**src/rtl/spi_pkg.sv**
```systemverilog
// Shared types and constants for the SPI slave front end feeding the single-port RAM.
package spi_pkg;

    localparam int unsigned FRAME_W = 10;

    localparam logic [1:0] OP_WR_ADDR = 2'b00;
    localparam logic [1:0] OP_WR_DATA = 2'b01;
    localparam logic [1:0] OP_RD_ADDR = 2'b10;
    localparam logic [1:0] OP_RD_DATA = 2'b11;

    typedef enum logic [2:0] {
        IDLE      = 3'd0,
        CHK_CMD   = 3'd1,
        WRITE     = 3'd2,
        READ_ADD  = 3'd3,
        READ_DATA = 3'd4
    } spi_state_e;

endpackage

```
**src/rtl/spi_tx_shifter.sv**
```systemverilog
// MSB-first MISO serialiser: load latches a word, then one bit per clk, then MISO idles at 0.
module spi_tx_shifter #(
    parameter int unsigned DATA_W = 8
) (
    input  logic              clk,
    input  logic              rst_n,
    input  logic              load,
    input  logic              clear,
    input  logic [DATA_W-1:0] data,
    output logic              miso,
    output logic              done_c
);

    localparam int unsigned CW = $clog2(DATA_W);

    logic [DATA_W-1:0] sreg;
    logic [CW-1:0]     rem;
    logic              active;

    // High while the final bit is on MISO; the shift completes on the next edge.
    assign done_c = active && (rem == '0);

    always_ff @(posedge clk or negedge rst_n) begin
        if (!rst_n) begin
            sreg   <= '0;
            rem    <= '0;
            active <= 1'b0;
            miso   <= 1'b0;
        end else if (clear) begin
            sreg   <= '0;
            rem    <= '0;
            active <= 1'b0;
            miso   <= 1'b0;
        end else if (load) begin
            miso   <= data[DATA_W-1];
            sreg   <= {data[DATA_W-2:0], 1'b0};
            rem    <= CW'(DATA_W - 1);
            active <= 1'b1;
        end else if (active) begin
            if (rem == '0) begin
                active <= 1'b0;
                miso   <= 1'b0;
            end else begin
                miso <= sreg[DATA_W-1];
                sreg <= {sreg[DATA_W-2:0], 1'b0};
                rem  <= rem - CW'(1);
            end
        end
    end

endmodule

```
**src/rtl/spi_slave_if.sv**
```systemverilog
// SPI slave front end: MOSI frames -> RAM command words, RAM read data -> MISO.
// Optional abort_err output enabled by defining SPI_ABORT_ERR_EN.
module spi_slave_if
    import spi_pkg::*;
#(
    parameter int unsigned ADDR_W = 8,
    parameter int unsigned DATA_W = 8
) (
    input  logic              clk,
    input  logic              rst_n,
    input  logic              SS_n,
    input  logic              MOSI,
    output logic              MISO,
    output logic [ADDR_W+1:0] rx_data,
    output logic              rx_valid,
    input  logic [DATA_W-1:0] tx_data,
    input  logic              tx_valid
`ifdef SPI_ABORT_ERR_EN
    ,
    output logic              abort_err
`endif
);

    localparam int unsigned FRAME_LEN = ADDR_W + 2;
    localparam int unsigned CNT_W     = $clog2(FRAME_LEN + 1);

    spi_state_e             state;
    logic [CNT_W-1:0]       cnt;
    logic [FRAME_LEN-2:0]   shreg;
    logic                   rd_addr_seen;
    logic                   tx_started;
    logic                   load_c;
    logic                   done_c;
`ifdef SPI_ABORT_ERR_EN
    logic                   rd_done;
`endif

    // Read data is accepted only once per READ_DATA frame, after the frame is complete.
    assign load_c = (state == READ_DATA) && !SS_n && tx_valid && !tx_started
                    && (cnt == CNT_W'(FRAME_LEN));

    spi_tx_shifter #(.DATA_W(DATA_W)) u_tx (
        .clk    (clk),
        .rst_n  (rst_n),
        .load   (load_c),
        .clear  (SS_n),
        .data   (tx_data),
        .miso   (MISO),
        .done_c (done_c)
    );

    always_ff @(posedge clk or negedge rst_n) begin
        if (!rst_n) begin
            state        <= IDLE;
            cnt          <= '0;
            shreg        <= '0;
            rx_data      <= '0;
            rx_valid     <= 1'b0;
            rd_addr_seen <= 1'b0;
            tx_started   <= 1'b0;
`ifdef SPI_ABORT_ERR_EN
            rd_done      <= 1'b0;
            abort_err    <= 1'b0;
`endif
        end else begin
            rx_valid <= 1'b0;
`ifdef SPI_ABORT_ERR_EN
            abort_err <= 1'b0;
`endif
            if (SS_n) begin
                // Deselect wins over everything, including a frame's final bit.
                state      <= IDLE;
                cnt        <= '0;
                tx_started <= 1'b0;
`ifdef SPI_ABORT_ERR_EN
                rd_done    <= 1'b0;
                abort_err  <= ((state == WRITE || state == READ_ADD)
                               && cnt != '0 && cnt != CNT_W'(FRAME_LEN))
                              || (state == READ_DATA && !rd_done);
`endif
            end else begin
                case (state)
                    IDLE:    state <= CHK_CMD;
                    CHK_CMD: state <= !MOSI ? WRITE : (rd_addr_seen ? READ_DATA : READ_ADD);
                    default: begin
                        if (cnt != CNT_W'(FRAME_LEN)) begin
                            shreg <= {shreg[FRAME_LEN-3:0], MOSI};
                            cnt   <= cnt + CNT_W'(1);
                            if (cnt == CNT_W'(FRAME_LEN - 1)) begin
                                rx_data  <= {shreg, MOSI};
                                rx_valid <= 1'b1;
                                if (state == READ_ADD) rd_addr_seen <= 1'b1;
                            end
                        end
                        if (load_c) tx_started <= 1'b1;
                        if (done_c) begin
                            rd_addr_seen <= 1'b0;
`ifdef SPI_ABORT_ERR_EN
                            rd_done      <= 1'b1;
`endif
                        end
                    end
                endcase
            end
        end
    end

endmodule

```
**config.mk**
```make
export PLATFORM = sky130hd
export DESIGN_NAME = spi_slave_if
export DESIGN_NICKNAME = d
export VERILOG_FILES = /design/src/rtl/spi_pkg.sv /design/src/rtl/spi_tx_shifter.sv /design/src/rtl/spi_slave_if.sv
export SDC_FILE = /design/constraint.sdc
export NUM_CORES = 1
export LEC_CHECK = 0
export CAP_MARGIN = 20
export CORE_MARGIN = 1.5
export CORE_UTILIZATION = 55
export CTS_BUF_LIST = sky130_fd_sc_hd__clkbuf_8
export CTS_CLUSTER_DIAMETER = 100
export DETAILED_ROUTE_END_ITERATION = 10
export PLACE_DENSITY = 0.82
export SLEW_MARGIN = 20
export SYNTH_ARGS = -nofsm -noshare
export SYNTH_HDL_FRONTEND = slang
export SYNTH_HIERARCHICAL = 1
export SYNTH_SLANG_ARGS = --single-unit
export TNS_END_PERCENT = 30
```
**constraint.sdc**
```tcl
create_clock -name clk -period 2.4 [get_ports clk]
set_input_delay 0.36 -clock clk [delete_from_list [all_inputs] [get_ports clk]]
set_output_delay 0.36 -clock clk [all_outputs]
set_load 0.05 [all_outputs]
```
==> flow_summary_export.csv <==
group,metric,value,unit
critical_path,ff2ff_setup_slack,0.20,ns
finish,design_area,2340,um^2
finish,syn2layout_area_growth,18.9,%
logic_synthesis,yosys_warnings,6,
pwr,clock_share_of_power,0.304,
floorplan,die_height,62.8,um
pwr,leakage,1.05,nW
critical_path,required_time_at_the_endpoint_of_the_critical_path,2.58,ns
pwr,p_comb_frac,0.110,
sta,post-route-min-period,2.20,ns
sta,post-route-period-util,0.918,
clocking,clock_root_cell,"clkbuf_8",
pwr,ir_worst_vdd,0.384,mV
min_path,hold_path.class,"in2async",
sta,tightestPinTransition,0.895,ns
floorplan,fp.coreArea,3390,um^2
run,cap_violations,0,
clocking,cts.sinks,41,
detailed_routing,vias,1360,
floorplan,effective_utilization_at_floorplan,0.581,
logic_synthesis,post_synth.cell_area_avg,12.1,um^2
sta,setup_total_negative_slack,0,ns
pwr,power,1.41,mW
finish,drive_gt1_frac,0.244,
floorplan,floorplan_die_area,3950,um^2
detailed_routing,wl_met1,1520,um
pwr,portion_of_total_power_attributed_to_sequential_cells,0.586,
critical_path,regToRegEndpoint,"u_tx/sreg[3]",
detailed_routing,routedWlPerCell,14.9,um
clocking,worst_setup_hold_path_clk_slew,0.07,ns
detailed_routing,postRouteWirelength,3570,um
sta,fin_hold_ws,0.198,ns
detailed_routing,dr_wl_met3,184,um
critical_path,worstPathArrival,2.39,ns
critical_path,critPathSlowestCell,"dfrtp_1",
placement,dp.final_hpwl,2540,um
detailed_routing,met2_wirelength,1820,um
placement,gp_congestion,0.801,
outcome,outcome,"finished, final reports clean",
finish,antenna_cells,0,
sta,slew_headroom,0.403,
clocking,clk-insertion-delay-late,0.29,ns
logic_synthesis,ys_async_sr_fraction,1.00,
critical_path,timing.critical_path.cells,"inv_1 > ha_1 > and3b_1 > nand4_1 > nor3_1 > buf_4 > nor2_1 > and3_1 > a2111oi_2",
critical_path,cpLargestDelayFamily,"simple AND/OR/NAND/NOR gates",
clocking,cts_max_path_buffers,2,
global_routing,grt_first_pass_wirelength,6180,um
logic_synthesis,synth.cell_area,1970,um^2
critical_path,endpoint_kind_of_the_worst_setup_timing_path,"register",
critical_path,crit_path_max_fanout,11,
detailed_routing,first_iter_violations,64,
detailed_routing,drc_errors,0,
global_routing,grt-ovfl-total,0,
critical_path,critPathMaxStageDelay,0.43,ns
global_routing,antenna_found_initial,0,
pwr,p_per_area,602,nW/um^2
logic_synthesis,synth_top_flop_cell,"dfrtp_1",
sta,total_setup_violations_reported_at_the_end_of_the_flow,0,
placement,port_buffers,24,
finish,final_util,0.690,
critical_path,reg2reg_start,"cnt[0]",
critical_path,critical_path.startpoint,"cnt[0]",
detailed_routing,drt.antenna.violating_nets,0,
global_routing,grt.total_usage,0.200,
floorplan,design.portCount,25,
critical_path,crit_path_start_kind,"register",
logic_synthesis,yosysSeqAreaShare,0.521,
floorplan,floorplan.die.width,62.8,um
pwr,p_sw,355,uW
critical_path,crit_type,"reg2reg",
logic_synthesis,syn_nets,180,
sta,rsz0062_at_grt,"no",
detailed_routing,routed_via_density,5.69,
detailed_routing,detailedRoute.firstPassIterationCount,4,
sta,hold_viol_final,0,
clocking,cts_inserted_buffers,5,
finish,design.final.nets,210,
logic_synthesis,synth_enable_flop_cells,0,
global_routing,vias_in_the_first_global_route,1356,
global_routing,maximum_number_of_pins_on_one_net_before_global_route_repair,42,
logic_synthesis,syn_inst,162,
pwr,cellInternalPower,1.05,mW
logic_synthesis,yosys_register_bits,41,
placement,post_dp_cell_area,2240,um^2
detailed_routing,maxUsedRoutingLayer,"met4",
pwr,power.share.switching,0.252,
critical_path,critical_path.n_buffers_inverters,2,
clocking,clock_tree_from_tritoncts,"built",
sta,fin_worst_skew,0.00416,ns
clocking,post_cts_resize_count,0,
logic_synthesis,yosysUniqueCellTypes,39,
critical_path,rr_worst_depth,9,
sta,pins_over_their_slew_limit,0,
clocking,ctsHtreeMaxLevel,2,
floorplan,row_count,21,
sta,clock.fmax,454,MHz
==> worst max path at each step <==
stage                   endpoint  cells after the start
floorplan           u_tx/sreg[6]                      9
global placement    u_tx/sreg[3]                      9
detailed placement  u_tx/sreg[3]                      9
CTS                 u_tx/sreg[3]                      9
global route        u_tx/sreg[3]                      9
finish              u_tx/sreg[3]                      9
==> timing repair <==
item                                    in CTS  in global routing
hold buffers                                 0                  0
setup buffers                                0                  2
endpoints found under the setup margin       0                  1
==> layout by cell type, fill, tap and decap left out, types with 2 or more instances in the layout <==
cell and instances:
buf_4 6, a21oi_1 9, nand2b_1 2, a311oi_1 2, a21boi_1 3, mux2i_1 2
nand3b_1 2, a2111oi_2 6, dfrtp_1 41, nand2_1 2, mux2_4 9, o21ai_0 4
nand3_1 4, mux2_2 10, clkbuf_8 5, clkdlybuf4s50_1 23, ha_1 5, nor2_1 19
inv_1 11, clkinv_2 2, a211oi_1 5
==> per-layer routing <==
metal  global-route usage  up-vias
li1                     -      642
met1                0.236      661
met2                0.353       50
met3               0.0486        7
met4               0.0722        0
met5                    0        -
==> Yosys cell counts, drive strengths merged, types with 2 or more instances <==
cell type	number	area (um^2)
mux2	19	248
nand3	4	20.0
dfrtp	41	1030
nor3	2	21.3
a211oi	5	37.5
buf	7	52.5
nor2	19	71.3
a311oi	2	17.5
a2111oi	6	90.1
a21oi	10	53.8
mux2i	2	20.0
a21boi	3	22.5
ha	5	62.6
inv	11	41.3
nand2	3	13.8
o21ai	4	20.0
nand3b	2	15.0
nand2b	3	26.3
==> power groups by stage <==
stage,Sequential (mW),Combinational [mW],Clock (mW)
global route,0.838,0.170,0.479
global placement,0.831,0.149,0
CTS,0.825,0.158,0.441
finish,0.825,0.156,0.429
detailed placement,0.839,0.159,0
floorplan,0.821,0.0996,0
==> logic make-up after synthesis <==
group                      after synthesis  share of synthesized area
and+or+nand+nor                         42                      0.120
DFF                                     41                      0.521
AOI/OAI and AO/OA                       35                      0.143
muxes                                   21                      0.136
buffers and inverters                   18                     0.0477
adders and majority gates                5                     0.0318
==> state kept, by name, indices dropped and copies added (netlist names) <==
name	flops
cnt	4
rd_addr_seen	1
rx_data	10
rx_valid	1
shreg	9
state	3
tx_started	1
u_tx/active	1
u_tx/miso	1
u_tx/rem	3
u_tx/sreg	7
==> layout make-up <==
cell class,count,area (um^2)
clock buffer,5,68.8
clock inverter,3,17.5
fill,230,1050
inverter,11,41.3
multi-input combinational,103,848
sequential,41,1030
tap,46,57.6
timing repair buffer,30,280
==> stage by stage <==
stage               cells  worst slack, ns
floorplan             162            0.321
global placement      229            0.309
detailed placement    229            0.199
CTS                   237            0.172
global route          239          0.00583
finish                239            0.196
Power figures use the tool's default switching activity.
